File: config.mk
export PLATFORM = sky130hd
export DESIGN_NAME = clock_divide_by_n
export DESIGN_NICKNAME = d
export VERILOG_FILES = /design/src/rtl/clkdiv_pkg.sv /design/src/rtl/clkdiv_rst_sync.sv /design/src/rtl/clock_divide_by_n.sv
export SDC_FILE = /design/constraint.sdc
export NUM_CORES = 1
export LEC_CHECK = 0
export ABC_AREA = 1
export BUFFER_PORTS_ARGS = -buffer_cell sky130_fd_sc_hd__buf_2
export CAP_MARGIN = 20
export CORE_UTILIZATION = 50
export DETAILED_ROUTE_END_ITERATION = 10
export GPL_TIMING_DRIVEN = 0
export HOLD_SLACK_MARGIN = 0.15
export PLACE_DENSITY = 0.73
export RECOVER_POWER = 25
export SYNTH_ARGS = -nofsm -noshare
export SYNTH_HDL_FRONTEND = slang
export SYNTH_HIERARCHICAL = 1
export SYNTH_SLANG_ARGS = --single-unit
File: constraint.sdc
create_clock -name clkin -period 2 [get_ports clkin]
set_input_delay 0.1 -clock clkin [delete_from_list [all_inputs] [get_ports clkin]]
set_output_delay 0.1 -clock clkin [all_outputs]
set_load 0.02 [all_outputs]
File: src/rtl/clkdiv_pkg.sv
// ============================================================================
// Module : clkdiv_pkg
// Brief  : Shared constants, divisor type and clamp helper for the divider.
// Rev    : 1.0  initial release
// ============================================================================
`default_nettype none

package clkdiv_pkg;

  localparam int DIV_MIN    = 2;
  localparam int DIV_W_DFLT = 4;

  typedef logic [DIV_W_DFLT-1:0] div_t;

  // Divisors below DIV_MIN cannot give a 50% clock; run them as DIV_MIN.
  function automatic int clamp_div(input int x);
    return (x < DIV_MIN) ? DIV_MIN : x;
  endfunction

endpackage

`default_nettype wire

File: src/rtl/clkdiv_rst_sync.sv
// ============================================================================
// Module : clkdiv_rst_sync
// Brief  : 2-flop reset synchroniser, async assert / sync release.
//          Only compiled when CLKDIV_RST_SYNC_EN is defined.
// Rev    : 1.0  initial release
// ============================================================================
`default_nettype none

`ifdef CLKDIV_RST_SYNC_EN
module clkdiv_rst_sync (
  input  logic clk,
  input  logic rst_n_async,
  output logic rst_n_sync
);

  logic [1:0] sync;

  always_ff @(posedge clk or negedge rst_n_async) begin
    if (!rst_n_async) begin
      sync <= 2'b00;
    end else begin
      sync <= {sync[0], 1'b1};
    end
  end

  assign rst_n_sync = sync[1];

endmodule
`endif

`default_nettype wire

File: src/rtl/clock_divide_by_n.sv
// ============================================================================
// Module : clock_divide_by_n
// Brief  : Programmable 50%-duty clock divider (N = 2..2^DIV_W-1), glitch-free
//          runtime divisor change and graceful enable. Macro: CLKDIV_RST_SYNC_EN.
// Rev    : 1.0  initial release
// ============================================================================
`default_nettype none

module clock_divide_by_n #(
  parameter int DIV_W       = 4,
  parameter int DEFAULT_DIV = 3
) (
  input  logic             clkin,
  input  logic             reset,
  input  logic             en,
  input  logic [DIV_W-1:0] div,
  output logic             clkout,
  output logic             tick,
  output logic [DIV_W-1:0] div_act
);

  import clkdiv_pkg::*;

  localparam logic [DIV_W-1:0] DIV_RESET = DIV_W'(clamp_div(DEFAULT_DIV));

  localparam logic [0:0] ST_IDLE = 1'b0;
  localparam logic [0:0] ST_RUN  = 1'b1;

  logic             rst_n;
  logic [0:0]       state, state_nxt;
  logic [DIV_W-1:0] ctr, ctr_nxt, ctr_inc, half;
  logic [DIV_W-1:0] div_act_nxt;
  logic             p_hi, p_hi_nxt, n_hi, tick_nxt, boundary;

`ifdef CLKDIV_RST_SYNC_EN
  clkdiv_rst_sync u_rst_sync (
    .clk         (clkin),
    .rst_n_async (reset),
    .rst_n_sync  (rst_n)
  );
`else
  assign rst_n = reset;
`endif

  always_ff @(posedge clkin or negedge rst_n) begin
    if (!rst_n) begin
      state   <= ST_IDLE;
      ctr     <= '0;
      p_hi    <= 1'b0;
      tick    <= 1'b0;
      div_act <= DIV_RESET;
    end else begin
      state   <= state_nxt;
      ctr     <= ctr_nxt;
      p_hi    <= p_hi_nxt;
      tick    <= tick_nxt;
      div_act <= div_act_nxt;
    end
  end

  // Half-cycle extension for odd divisors.
  always_ff @(negedge clkin or negedge rst_n) begin
    if (!rst_n) begin
      n_hi <= 1'b0;
    end else begin
      n_hi <= p_hi;
    end
  end

  always_comb begin
    state_nxt   = state;
    ctr_nxt     = ctr;
    p_hi_nxt    = p_hi;
    tick_nxt    = 1'b0;
    div_act_nxt = div_act;
    half        = div_act >> 1;
    ctr_inc     = ctr + 1'b1;
    boundary    = (state == ST_RUN) ? (ctr == div_act - 1'b1) : en;
    if (boundary) begin
      ctr_nxt = '0;
      if (en) begin
        div_act_nxt = DIV_W'(clamp_div(int'(div)));
        p_hi_nxt    = 1'b1;
        tick_nxt    = 1'b1;
        state_nxt   = ST_RUN;
      end else begin
        p_hi_nxt  = 1'b0;
        state_nxt = ST_IDLE;
      end
    end else if (state == ST_RUN) begin
      ctr_nxt  = ctr_inc;
      p_hi_nxt = (ctr_inc < half);
    end
  end

  // odd_q (div_act[0]) only moves at a boundary, where n_hi is already 0.
  always_comb begin
    clkout = p_hi | (div_act[0] & n_hi);
  end

endmodule

`default_nettype wire

* Word level (Yosys, flattened, before mapping) *
Cells that the tools add are included.

cells by class
  add/subtract/negate cells = 2
  $lt $le $gt $ge = 2
  equal/unequal tests = 1
  mux-type cells = 8
  bitwise gates (word level) = 2
  reductions and logical operators = 2

operators by type and width
  operator                                                                       number
  4-bit 2-to-1 mux                                                               3
  1-bit 2-to-1 mux                                                               5
  4-bit by 1-bit adder with 4-bit output (second input constant)                 1
  4-bit == test                                                                  1
  4-bit by 2-bit less-than comparator with 1-bit output (second input constant)  1
  4-bit by 3-bit less-than comparator with 1-bit output                          1
  4-bit by 1-bit subtractor with 4-bit output (second input constant)            1
  2-bit AND reduction                                                            1
  2-bit nonzero test                                                             1
  1-bit AND                                                                      1
  1-bit bitwise OR                                                               1

word-level totals
  register bits after elaboration = 12
  input bits = 7
  logic and storage cells = 23

* Logic depth before layout (Yosys ltp) *
  depth in word-level cells = 4
  depth in mapped cells = 12
  gate-level depth less buffers = 12

==> summary.md <==
| Metric | Value |
|---|---|
| Share of cells above drive strength 1 | 19.5% |
| Routed Antenna Nets | 0 |
| Post-synth top cells | nand2_1, inv_1, nand3_1 |
| Final nets | 130 |
| Type of origin of the critical path | flop |
| Share of the synthesized area in the top cell type | 31.4% |
| Cells after Synth | 97 |
| H-tree levels | 1 |
| Final Hold Vio Count | 0 |
| Via density per instance | 5.12 |
| TritonRoute pass-1 iters | 6 |
| Die Y | 39.9 µm |
| Synthesized net count | 108 |
| Vias in the first global route | 602 |
| Setup crit end kind | primary output |
| Asr flop ratio synth | 100% |
| WL met2 | 830 µm |
| Synthesized flop and latch total | 12 |
| First-pass GRT wire length | 2480 µm |
| Final WL | 1600 µm |
| N_diodes | 0 |
| Buffers on Ports | 12 |
| M1 wire length | 713 µm |
| RSZ-0062 raised after global routing | true |
| Count leader, synth | nand2_1 |
| Setup-failing EPs final | 0 |
| Combinational Power Share | 56.3% |
| Met3 WL | 42 µm |
| CTS tree | built |
| TritonCTS Buffers | 3 |
| Critical path required time | 1900 ps |
| Vias | 681 |
| Clock sink count | 12 |
| Clock skew | 7.22 ps |
| Fill cells | 128 |
| CP Class | reg2out |
| Min Hold Slack | 165 ps |
| Maximum clock path buffer count | 2 |
| Slew Viols, Final | 0 |
| HP Class | in2reg |
| DIE AREA | 1590 µm² |
| NetSw | 0.762 mW |
| Synth top area cells | dfrtp_1, nand2_1, nand3_1 |
| GR Overflow Total | 0 |
| Clk Latency, worst-skew pair | 270 ps |
| Power Dens Cells | 1820 nW/µm² |
| Dpl cells | 124 |
| 1st-iter DRT viols | 13 |
| Final instance count without filler cells | 133 |
| Synth warnings | 6 |
| Sequential cell area fraction in the yosys report | 42.2% |
| Root buffer cell | clkbuf_4 |
| Hpwl dp | 1120 µm |
| Setup TNS | 0 ps |
| Post-synth top flop | dfrtp_1 |
| Worst VDD drop | 1.01 mV |
| Syn Area/Cell | 7.40 µm² |
| Initial antenna violation count | 0 |
| Synth unique cells | 19 |
| Slew at the pin closest to its max-slew limit | 635 ps |
| Sequence of cells on the critical path | a21o_1 -> buf_6 |
| Max Used Layer | met4 |
| Worst Path Buf+Inv | 1 |
| Clk pin slew, worst setup/hold paths | 80 ps |
| DR WL/cell | 12.0 µm |
| Clk pwr share | 11.6% |
| Critical path arrival | 1890 ps |
| Delay of the slowest critical-path stage | 390 ps |
| Number of placement rows | 13 |
| Flop pwr share | 32.1% |
| Die boundary width | 39.9 µm |
| Int Power | 0.855 mW |
| Core ar. | 1320 µm² |
| DRC | 0 |
| LEAKAGE | 0.496 nW |
| IO Pins | 13 |
| P&R area growth vs syn | 23.5% |
| Largest net degree at the start of global routing | 13 |
| Critical path's slowest cell | dfrtn_1 |
| Final weighted congestion in routability-driven placement | 0.742 |
| Initial core utilization | 54.5% |
| Delay-heaviest family, CP | flip-flops |
| Post-synth EDFFs | 0 |
| Worst-path maximum fanout | 1 |
| Worst rel slew slack | 57.7% |
| Post-Synthesis Cell Area | 718 µm² |
| Switching part of the total | 47.1% |
| Largest area contributor in the netlist | dfrtp_1 |
| Status | complete, no violations |
| Gr usage total | 23.9% |
| Max Cap Viol | 0 |
| Final total power | 1.62 mW |
power by group through the flow:
stage / clock network (mW) / logic (mW) / registers, mW
global route: 0.202 / 1.04 / 0.542
floorplan: 0 / 0.614 / 0.543
global placement: 0 / 0.823 / 0.510
finish: 0.187 / 0.910 / 0.520
CTS: 0.191 / 0.894 / 0.515
detailed placement: 0 / 0.858 / 0.518
worst paths after layout:
path	startpoint	endpoint	slack, ps	cells after the start
min	div[0]	div_act[0]$_DFFE_PN1P_	170	4
min in group asynchronous	reset	ctr[3]$_DFFE_PN0P_	370	2
min reg2reg	div_act[1]$_DFFE_PN1P_	div_act[1]$_DFFE_PN1P_	520	2
max in group asynchronous	reset	n_hi$_DFF_NN0_	320	2
max reg2reg	div_act[0]$_DFFE_PN1P_	div_act[2]$_DFFE_PN0P_	140	12
max	n_hi$_DFF_NN0_	clkout	10	2
registers in the layout, indices dropped and copies added (netlist names):
register and cells:
state 1, ctr 4, tick 1, n_hi 1, p_hi 1, div_act 4
layer usage:
layer | track usage [%] | vias to the layer above
met5 | 0 | -
met4 | 7.76 | 0
met3 | 3.41 | 2
met2 | 44.8 | 11
met1 | 27.1 | 316
li1 | - | 352
worst register-to-register path, delay by kind of cell (launching register included):
kind                       cells  cell delay (ps)
adders and majority gates      1              310
buffers and inverters          2              150
DFF                            1              590
and+or+nand+nor                9              720
stage by stage:
step                instance area (µm²)  utilization, %  worst slack (ps)
floorplan                           718               -               240
global placement                    797            60.5               172
detailed placement                  797            60.5               118
CTS                                 880            66.8              6.02
global route                        887            67.3             -35.3
finish                              887            67.3              13.7
cell usage in the layout (no fill, tap or decap), drive strengths merged, types with 2 or more instances in the layout:
cell type	n
nand3	11
dfstp	2
clkbuf	5
ha	4
inv	15
o21ai	3
o22ai	2
nor2	8
nand2	36
buf	11
dfrtp	9
dlygate4sd3	4
what timing repair did:
action | CTS | global route
endpoints found under the setup margin | 1 | 5
hold endpoints to repair | 15 | 0
gates cloned | 0 | 1
buffers inserted | 0 | 0
hold buffers | 4 | 0
gates resized for setup | 2 | 1
pin swaps | 1 | 1
cell type report:
type	instances	area, µm²	area share (%)
Inverter	15	56.3	6.35
Multi-Input combinational cell	71	368	41.5
Timing Repair Buffer	16	105	11.8
Clock buffer	4	36.3	4.09
Tap cell	15	18.8	2.12
Sequential cell	12	303	34.1
cell families (layout without fill, tap and decap cells):
logic type      Yosys count  count (layout)  synth area share, %
xor+xnor                  1               1                 1.22
fa+ha+maj                 4               4                 6.97
compound gates            8               8                 6.79
buf+inv                  15              35                 7.84
simple gates             57              58                 35.0
flops                    12              12                 42.2
No activity file was read; power rests on OpenSTA's default activity.
